==> src/rtl/wb_buffer_pkg.sv <==
// Shared types for the L2 write-back buffer.
// State encoding, entry layout and the line offset.
package wb_buffer_pkg;

   localparam int LINE_OFFSET = 5;
   localparam int MAX_TAG_W   = 27;
   localparam int MAX_LINE_W  = 256;

   typedef enum logic [1:0] {
      IDLE,
      MEM_READ,
      DRAIN,
      RESP
   } wb_state_e;

   typedef struct packed {
      logic                  valid;
      logic [MAX_TAG_W-1:0]  tag;
      logic [MAX_LINE_W-1:0] line;
   } wb_entry_t;

endpackage

==> src/rtl/wb_fifo.sv <==
// Circular victim-line store with tag lookup.
// Push at tail, pop at head, overwrite on a tag hit.
module wb_fifo
   import wb_buffer_pkg::*;
#(
   parameter  int DEPTH  = 4,
   parameter  int LINE_W = 256,
   parameter  int TAG_W  = 27,
   localparam int PTR_W  = $clog2(DEPTH)
) (
   input  logic              clk,
   input  logic              reset_n,
   input  logic [TAG_W-1:0]  lookup_tag,
   output logic              hit,
   output logic [PTR_W-1:0]  hit_idx,
   output logic [LINE_W-1:0] hit_line,
   input  logic              push,
   input  logic              ovw,
   input  logic              pop,
   input  logic [TAG_W-1:0]  push_tag,
   input  logic [LINE_W-1:0] wr_line,
   output logic [TAG_W-1:0]  head_tag,
   output logic [LINE_W-1:0] head_line,
   output logic              full,
   output logic [PTR_W:0]    count
);

   wb_entry_t        ent [DEPTH];
   logic [PTR_W-1:0] head;
   logic [PTR_W-1:0] tail;
   logic             push_ok;
   logic             pop_ok;

   assign full    = count == (PTR_W+1)'(DEPTH);
   assign push_ok = push && !full;
   assign pop_ok  = pop && (count != '0);

   assign hit_line  = ent[hit_idx].line[LINE_W-1:0];
   assign head_tag  = ent[head].tag[TAG_W-1:0];
   assign head_line = ent[head].line[LINE_W-1:0];

   // Parallel tag compare; at most one entry can match.
   always_comb begin
      hit     = 1'b0;
      hit_idx = '0;
      for (int i = DEPTH - 1; i >= 0; i--) begin
         if (ent[i].valid && ent[i].tag[TAG_W-1:0] == lookup_tag) begin
            hit     = 1'b1;
            hit_idx = PTR_W'(i);
         end
      end
   end

   // Entry storage, pointers and occupancy.
   always_ff @(posedge clk or negedge reset_n) begin
      if (!reset_n) begin
         head  <= '0;
         tail  <= '0;
         count <= '0;
         for (int i = 0; i < DEPTH; i++) ent[i] <= '0;
      end else begin
         if (ovw) ent[hit_idx].line <= MAX_LINE_W'(wr_line);
         if (push_ok) begin
            ent[tail].valid <= 1'b1;
            ent[tail].tag   <= MAX_TAG_W'(push_tag);
            ent[tail].line  <= MAX_LINE_W'(wr_line);
            tail            <= tail + 1'b1;
         end
         if (pop_ok) begin
            ent[head].valid <= 1'b0;
            head            <= head + 1'b1;
         end
         if (push_ok && !pop_ok) count <= count + 1'b1;
         else if (pop_ok && !push_ok) count <= count - 1'b1;
      end
   end

endmodule

==> src/rtl/l2_writeback_buffer.sv <==
// Victim buffer between L2 and the cacheline adaptor.
// Absorbs evictions, forwards hits, drains when idle.
module l2_writeback_buffer
   import wb_buffer_pkg::*;
#(
   parameter  int DEPTH  = 4,
   parameter  int LINE_W = 256,
   parameter  int ADDR_W = 32,
   localparam int CNT_W  = $clog2(DEPTH) + 1
) (
   input  logic              clk,
   input  logic              reset_n,
   input  logic              l2_read,
   input  logic              l2_write,
   input  logic [ADDR_W-1:0] l2_address,
   input  logic [LINE_W-1:0] l2_wdata,
   output logic [LINE_W-1:0] l2_rdata,
   output logic              l2_resp,
   output logic              mem_read,
   output logic              mem_write,
   output logic [ADDR_W-1:0] mem_address,
   output logic [LINE_W-1:0] mem_wdata,
   input  logic [LINE_W-1:0] mem_rdata,
   input  logic              mem_resp,
   output logic [CNT_W-1:0]  wb_count
);

   localparam int TAG_W = ADDR_W - LINE_OFFSET;
   localparam int PTR_W = $clog2(DEPTH);

   wb_state_e         state;
   wb_state_e         state_nxt;
   logic [TAG_W-1:0]  req_tag;
   logic [TAG_W-1:0]  head_tag;
   logic [LINE_W-1:0] hit_line;
   logic [LINE_W-1:0] head_line;
   logic [PTR_W-1:0]  hit_idx;
   logic [CNT_W-1:0]  count;
   logic              hit;
   logic              full;
   logic              push;
   logic              ovw;
   logic              pop;
   logic              wr_req;
   logic              unused_offset;

   assign req_tag       = l2_address[ADDR_W-1:LINE_OFFSET];
   assign unused_offset = ^l2_address[LINE_OFFSET-1:0];
   assign wb_count      = count;
   assign wr_req        = l2_write && !l2_read;

   wb_fifo #(
      .DEPTH  (DEPTH),
      .LINE_W (LINE_W),
      .TAG_W  (TAG_W)
   ) u_fifo (
      .clk        (clk),
      .reset_n    (reset_n),
      .lookup_tag (req_tag),
      .hit        (hit),
      .hit_idx    (hit_idx),
      .hit_line   (hit_line),
      .push       (push),
      .ovw        (ovw),
      .pop        (pop),
      .push_tag   (req_tag),
      .wr_line    (l2_wdata),
      .head_tag   (head_tag),
      .head_line  (head_line),
      .full       (full),
      .count      (count)
   );

   // State register.
   always_ff @(posedge clk or negedge reset_n) begin
      if (!reset_n) state <= IDLE;
      else          state <= state_nxt;
   end

   // Next state: reads win, buffer hits finish in one cycle.
   always_comb begin
      state_nxt = state;
      unique case (state)
         IDLE: begin
            if (l2_read)            state_nxt = hit ? RESP : MEM_READ;
            else if (l2_write)      state_nxt = (hit || !full) ? RESP : DRAIN;
            else if (count != '0)   state_nxt = DRAIN;
         end
         MEM_READ: if (mem_resp) state_nxt = RESP;
         DRAIN:    if (mem_resp) state_nxt = IDLE;
         RESP:     state_nxt = IDLE;
         default:  state_nxt = IDLE;
      endcase
   end

   // State-decoded handshakes and FIFO controls.
   always_comb begin
      mem_read  = state == MEM_READ;
      mem_write = state == DRAIN;
      l2_resp   = state == RESP;
      ovw       = (state == IDLE) && wr_req && hit;
      push      = (state == IDLE) && wr_req && !hit && !full;
      pop       = (state == DRAIN) && mem_resp;
   end

   // Registered data outputs; addresses latched on request entry.
   always_ff @(posedge clk or negedge reset_n) begin
      if (!reset_n) begin
         l2_rdata    <= '0;
         mem_address <= '0;
         mem_wdata   <= '0;
      end else begin
         if (state == IDLE && l2_read && hit) l2_rdata <= hit_line;
         if (state == MEM_READ && mem_resp)   l2_rdata <= mem_rdata;
         if (state == IDLE && state_nxt == DRAIN) begin
            mem_address <= {head_tag, {LINE_OFFSET{1'b0}}};
            mem_wdata   <= head_line;
         end
         if (state == IDLE && state_nxt == MEM_READ)
            mem_address <= {req_tag, {LINE_OFFSET{1'b0}}};
      end
   end

endmodule

==> config.mk <==
export PLATFORM = sky130hd
export DESIGN_NAME = l2_writeback_buffer
export DESIGN_NICKNAME = d
export VERILOG_FILES = /design/src/rtl/wb_buffer_pkg.sv /design/src/rtl/wb_fifo.sv /design/src/rtl/l2_writeback_buffer.sv
export SDC_FILE = /design/constraint.sdc
export NUM_CORES = 2
export LEC_CHECK = 0
export CAP_MARGIN = 20
export CELL_PAD_IN_SITES_DETAIL_PLACEMENT = 1
export CELL_PAD_IN_SITES_GLOBAL_PLACEMENT = 1
export CORE_UTILIZATION = 42
export CTS_BUF_LIST = sky130_fd_sc_hd__clkbuf_8
export DETAILED_ROUTE_END_ITERATION = 10
export PLACE_DENSITY = 0.88
export SLEW_MARGIN = 20
export SYNTH_ARGS = -nofsm -noshare
export SYNTH_HDL_FRONTEND = slang
export SYNTH_SLANG_ARGS = --single-unit
==> constraint.sdc <==
create_clock -name clk -period 3.2 [get_ports clk]
set_clock_uncertainty 0.1 [all_clocks]
set_input_delay 0.96 -clock clk [delete_from_list [all_inputs] [get_ports clk]]
set_output_delay 0.96 -clock clk [all_outputs]
set_load 0.01 [all_outputs]
==> key figures, run 1 <==
Placement
  • Placed cell count: 9121
  • DP Area: 96200 um^2
  • Dpl hpwl: 231000 um
  • Gp weighted congestion: 0.959
  • IO Port Bufs: between 1000 and 1500

Floorplanning
  • Die Width: 432 um
  • Die H: 432 um
  • Starting density of the core: 42.3%
  • Row Count: 157
  • I/O pins: approximately 1100

Clock network
  • Max clock buf depth: 4
  • Num Clock Sinks: 1684
  • H-tree depth: 5
  • Clock buffer count from CTS: 307
  • Clock tree root buffer cell: clkbuf_8

Outcome
  • Stopping stage: global routing (5_1_grt)
  • Status: stopped before the end
  • Err: [ERROR GRT-0232] Routing congestion too high. Check the congestion heatmap in the GUI.

Global routing
  • Total track usage: 53.1%
  • Largest net degree at the start of global routing: around 130
  • Grt total ovfl: 19

Logic synthesis
  • Synth top area share: 54.3%
  • Post-synthesis instance total: 5440
  • Area of the mapped netlist: 77600 um^2
  • Synth area leaders: dfrtp_1 (54%), mux2_2 (12%), mux4_2 (8.2%), mux2_1 (8.0%), a21oi_1 (3.4%)
  • Post-synth top area cell: dfrtp_1
  • Sequential-to-total area share from yosys stat: 54.3%
  • Yosys reg bits: 1684
  • Yosys warnings: 0
  • Number of distinct library cells after synthesis: 44
  • Avg Cell Area, Syn: 14.3 um^2

Timing
  • Post-GRT worst EP: u_fifo.ent[1037]$_DFF_PN0_/D
  • WEP type: register data pin
## cells in the mapped netlist (all sizes together)
master / n
a21boi: 3
a21o: 284
a21oi: 523
a221oi: 257
a22o: 27
a22oi: 1
a31o: 1
and2: 4
and3: 3
buf: 160
clkbuf: 320
conb: 1
dfrtp: 1684
fa: 1
ha: 9
inv: 8
mux2: 1389
mux4: 283
nand2: 13
nand2b: 1
nand3: 8
nand4: 35
nand4b: 1
nor2: 10
nor2b: 4
nor3: 5
nor4: 22
nor4b: 6
o21ai: 4
o22ai: 256
or3: 2
or4: 2
xnor2: 67
xor2: 46
## kinds of logic after synthesis
| kind of cell | synth area share, % |
|---|---|
| buffers and inverters | 3.39 |
| DFF | 54.3 |
| other | 0.00483 |
| muxes | 28.4 |
| and+or+nand+nor | 0.947 |
| adders and majority gates | 0.171 |
| AOI/OAI and AO/OA | 11.5 |
| xor gates and xnor gates | 1.28 |
## through the flow
stage	utilization [%]	worst slack (ns)	setup TNS, ns	hold slack [ns]
floorplan	-	-0.503	-638.75	0.381
global placement	52.5	-1.48	-2143.80	0.359
detailed placement	52.5	-1.59	-2266.05	0.365
CTS	58.7	-0.374	-303.38	0.283
## metal layers
metal | GRT overflow | GRT usage (%)
met1 | 3 | 53.4
met2 | 7 | 70.8
met3 | 0 | 34.9
met4 | 9 | 53.0
met5 | 0 | 11.8
## timing repair
action,in CTS
gates resized for setup,606
endpoints found under the setup margin,1878
pin swaps,29
setup buffers,80
cloned,66
hold buffers,1
endpoints found under the hold margin,30
==> run 2, diff against run 1 <==
- CELL_PAD_IN_SITES_DETAIL_PLACEMENT: 1 -> default
- CELL_PAD_IN_SITES_GLOBAL_PLACEMENT: 1 -> default
- CORE_UTILIZATION: 42 -> 39
- CTS_BUF_LIST: sky130_fd_sc_hd__clkbuf_8 -> default
- PLACE_DENSITY: 0.88 -> default
- PLACE_DENSITY_LB_ADDON: default -> 0.15
- clock period: 3.2 -> 4.2 ns (I/O delays scaled with it)
==> run 2 against run 1 <==
  * The run now ends clean
  * Synthesized area did not move
  * Synthesized cell count did not move
==> key figures, run 2 <==
Critical path
  • WS Path Type: primary input to flop
  • Crit end category: flop
  • Critical Path AT: 4.75 ns
  • Crit. Startpoint: l2_address[19]
  • Worst path required time: 4.81 ns
  • CP endpoint: u_fifo.ent[1089]
  • R2R cell count: 13
  • CP Launch Type: primary input
  • R2r endpoint: u_fifo.ent[1089]
  • R2r setup slk: about 0.57 ns
  • CP max FO: 15

Floorplanning
  • Die Width: 448 um
  • Starting density of the core: 39.3%
  • I/O pins: approximately 1100
  • Row Count: 163
  • Die H: 448 um
  • Total die area: 201000 um^2
  • Core ar.: approximately 200000 um^2

Timing
  • Setup TNS: 0 ns
  • Period utilization: 98.6%
  • Rel. slew slack: 27.9%
  • Max Freq: around 240 MHz
  • Max Slew Vio Count: 0
  • Min Tclk post-route: between 4 and 5 ns
  • Final setup vio count: 0
  • Final hold vios: 0
  • Worst Tran Pin Value: around 1.1 ns
  • RSZ-0062 raised after global routing: yes

Logic synthesis
  • Sequential-to-total area share from yosys stat: 54.3%
  • Most frequent cells after synthesis: dfrtp_1 (1684), mux2_2 (835), mux2_1 (554)
  • Post-Synth Simple-Gate Area: less than 1%
  • Largest family of logic cells by synthesized area: multiplexers
  • Post-synthesis instance total: 5440
  • Synth area leaders: dfrtp_1 (54%), mux2_2 (12%), mux4_2 (8.2%), mux2_1 (8.0%), a21oi_1 (3.4%)
  • Yosys warnings: 0
  • Fraction of the mapped netlist area in adder cells: 0.171%
  • Synth top area share: 54.3%
  • Post-synth top area cell: dfrtp_1
  • Mux share of post-synthesis cell area: 28.4%
  • Yosys reg bits: roughly 1700
  • Number of distinct library cells after synthesis: 44
  • Count leader, synth: dfrtp_1
  • Area of the mapped netlist: 77600 um^2
  • Post-synthesis xor/xnor area fraction: 1.28%
  • Post-synthesis compound-gate area fraction: 11.5%
  • Async SR Flop Fraction: 100%
  • Avg Cell Area, Syn: 14.3 um^2
  • Number of synthesized flops with an enable pin: 0
  • Dominant synthesized flop cell: dfrtp_1

Routing
  • Vias per cell: between 5 and 6
  • Number of remaining DRC errors: 0
  • DR iter-0 viols: 3584
  • Wire per inst: ~29 um
  • Post-route ant nets: 0
  • Via count of the routed design: 55800
  • Routed wire length: 277000 um
  • Total iterations of the first detailed-routing run: 5

Layout
  • Max reg flops: 1028
  • Layout area overhead: 31.7%
  • Final net count: 7411
  • Largest regs: u_fifo.ent x1028, l2_rdata x256, mem_wdata x256
  • Share of layout cells above drive strength 1: 29.4%
  • Post-route cell area: ~100000 um^2
  • Most common cell after layout, fill and taps aside: dfrtp_1
  • Fill cells: 17000
  • Largest Register: u_fifo.ent
  • Most frequent cells in the layout: dfrtp_1 (1682), clkdlybuf4s50_1 (1087), mux2_2 (835)

Clock network
  • Clock Pin Slew Worst Setup and Hold Paths: 0.06 ns
  • CTS tree: built
  • Num Clock Sinks: 1684
  • Clock tree root buffer cell: clkbuf_16
  • Clock buffer count from CTS: approximately 180
  • Max clock buf depth: 3
  • H-tree depth: 4
  • Worst-Skew Late Latency: 0.84 ns

Placement
  • Gp weighted congestion: 0.923
  • IO Port Bufs: 1088
  • Dpl hpwl: 196000 um
  • DP Area: ~96000 um^2

Global routing
  • Initial antenna violation count: 74
  • Largest net degree at the start of global routing: roughly 100
  • First-pass GRT wire length: 401000 um
  • Total track usage: ~27%
  • Number of global-route vias before repair: 57700
  • Grt total ovfl: 0

Power and ir drop
  • PwrDens: 740 nW/um^2
  • Lkg Pwr: around 47 nW
  • Peak supply drop: roughly 0.00036 V

Outcome
  • Status: finished clean

Flow run
  • Max cap viols: 0

Min path
  • HP Class: primary input to asynchronous set/reset pin
run 2: cell counts after synthesis:
Identical to the previous run, type by type.
run 2: worst min-delay path by stage:
stage,slack (ns),end,depth (start not counted)
after CTS,0.28,u_fifo.ent[907],1
after global placement,0.36,mem_address[24],1
final,0.31,mem_address[25],1
after global routing,0.29,mem_wdata[63],1
after floorplan,0.38,u_fifo.ent[300],1
after detailed placement,0.37,mem_address[19],1
run 2: through the flow:
| step | cells | hold WS, ns | worst slack (ns) | power [mW] | utilization [%] |
|---|---|---|---|---|---|
| after global placement | 9290 | 0.362 | -1.01 | 58.6 | 48.4 |
| final | 9678 | 0.307 | 0.0584 | 75.6 | 51.7 |
| after global routing | 9675 | 0.288 | -0.0161 | 79.1 | 51.7 |
| after detailed placement | 9290 | 0.368 | -0.965 | 59.3 | 48.4 |
| after floorplan | 5444 | 0.381 | 0.127 | 43.8 | - |
| after CTS | 9625 | 0.281 | 0.0481 | 75.9 | 51.5 |
run 2: metal layers:
| metal | vias to the layer above | track usage, % | wire length (um) |
|---|---|---|---|
| met5 | - | 0 | 409 |
| met4 | 60 | 12.8 | 12300 |
| met3 | 510 | 4.57 | 14100 |
| met2 | 1809 | 44.0 | 136000 |
| met1 | 29600 | 34.9 | 114000 |
| li1 | 23800 | - | - |
run 2: area by class of cell:
class	instances	area, um^2	share of cell area [%]
diodes	39	97.6	0.0955
repair buffers	1702	17500	17.2
clock buffers	281	5520	5.41
clock inverters	52	537	0.525
inverters	8	30.0	0.0294
multi-input cells	3272	33000	32.3
well taps	2640	3300	3.23
flip-flops and latches	1684	42100	41.3
run 2: logic make-up after synthesis:
group	count (synthesis)
AO/OA/AOI/OAI	1356
XOR/XNOR	113
adder cells (fa/ha/maj)	10
buffers and inverters	488
flip-flops	1684
multiplexers	1672
other	1
AND/OR/NAND/NOR	116
run 2: where the power goes:
part	total (mW)	switching [mW]	leakage, nW	internal (mW)
sequential	30.1	6.45	21.5	23.6
clock	16.3	6.93	3.00	9.38
combinational	29.2	12.5	22.1	16.7
run 2: what timing repair did:
item,in CTS,in global routing
hold buffers,0,0
endpoints found under the setup margin,177,323
resized for setup,3,19
cloned,0,4
buffers inserted,2,10
pin swaps,0,3
hold endpoints to repair,0,0
run 2: critical path, stage by stage:
cell and delay, ns:
clkdlybuf4s50_1 0.44, xor2_1 0.22, nor4_2 0.35, buf_4 0.16, nand4_1 0.15, or4_4 0.63, and3_4 0.24, nand3_4 0.08
a21boi_4 0.22, buf_4 0.15, buf_12 0.10, clkbuf_16 0.18, buf_16 0.18, mux2_2 0.35
Note: power is estimated with default switching activity, not from simulation.
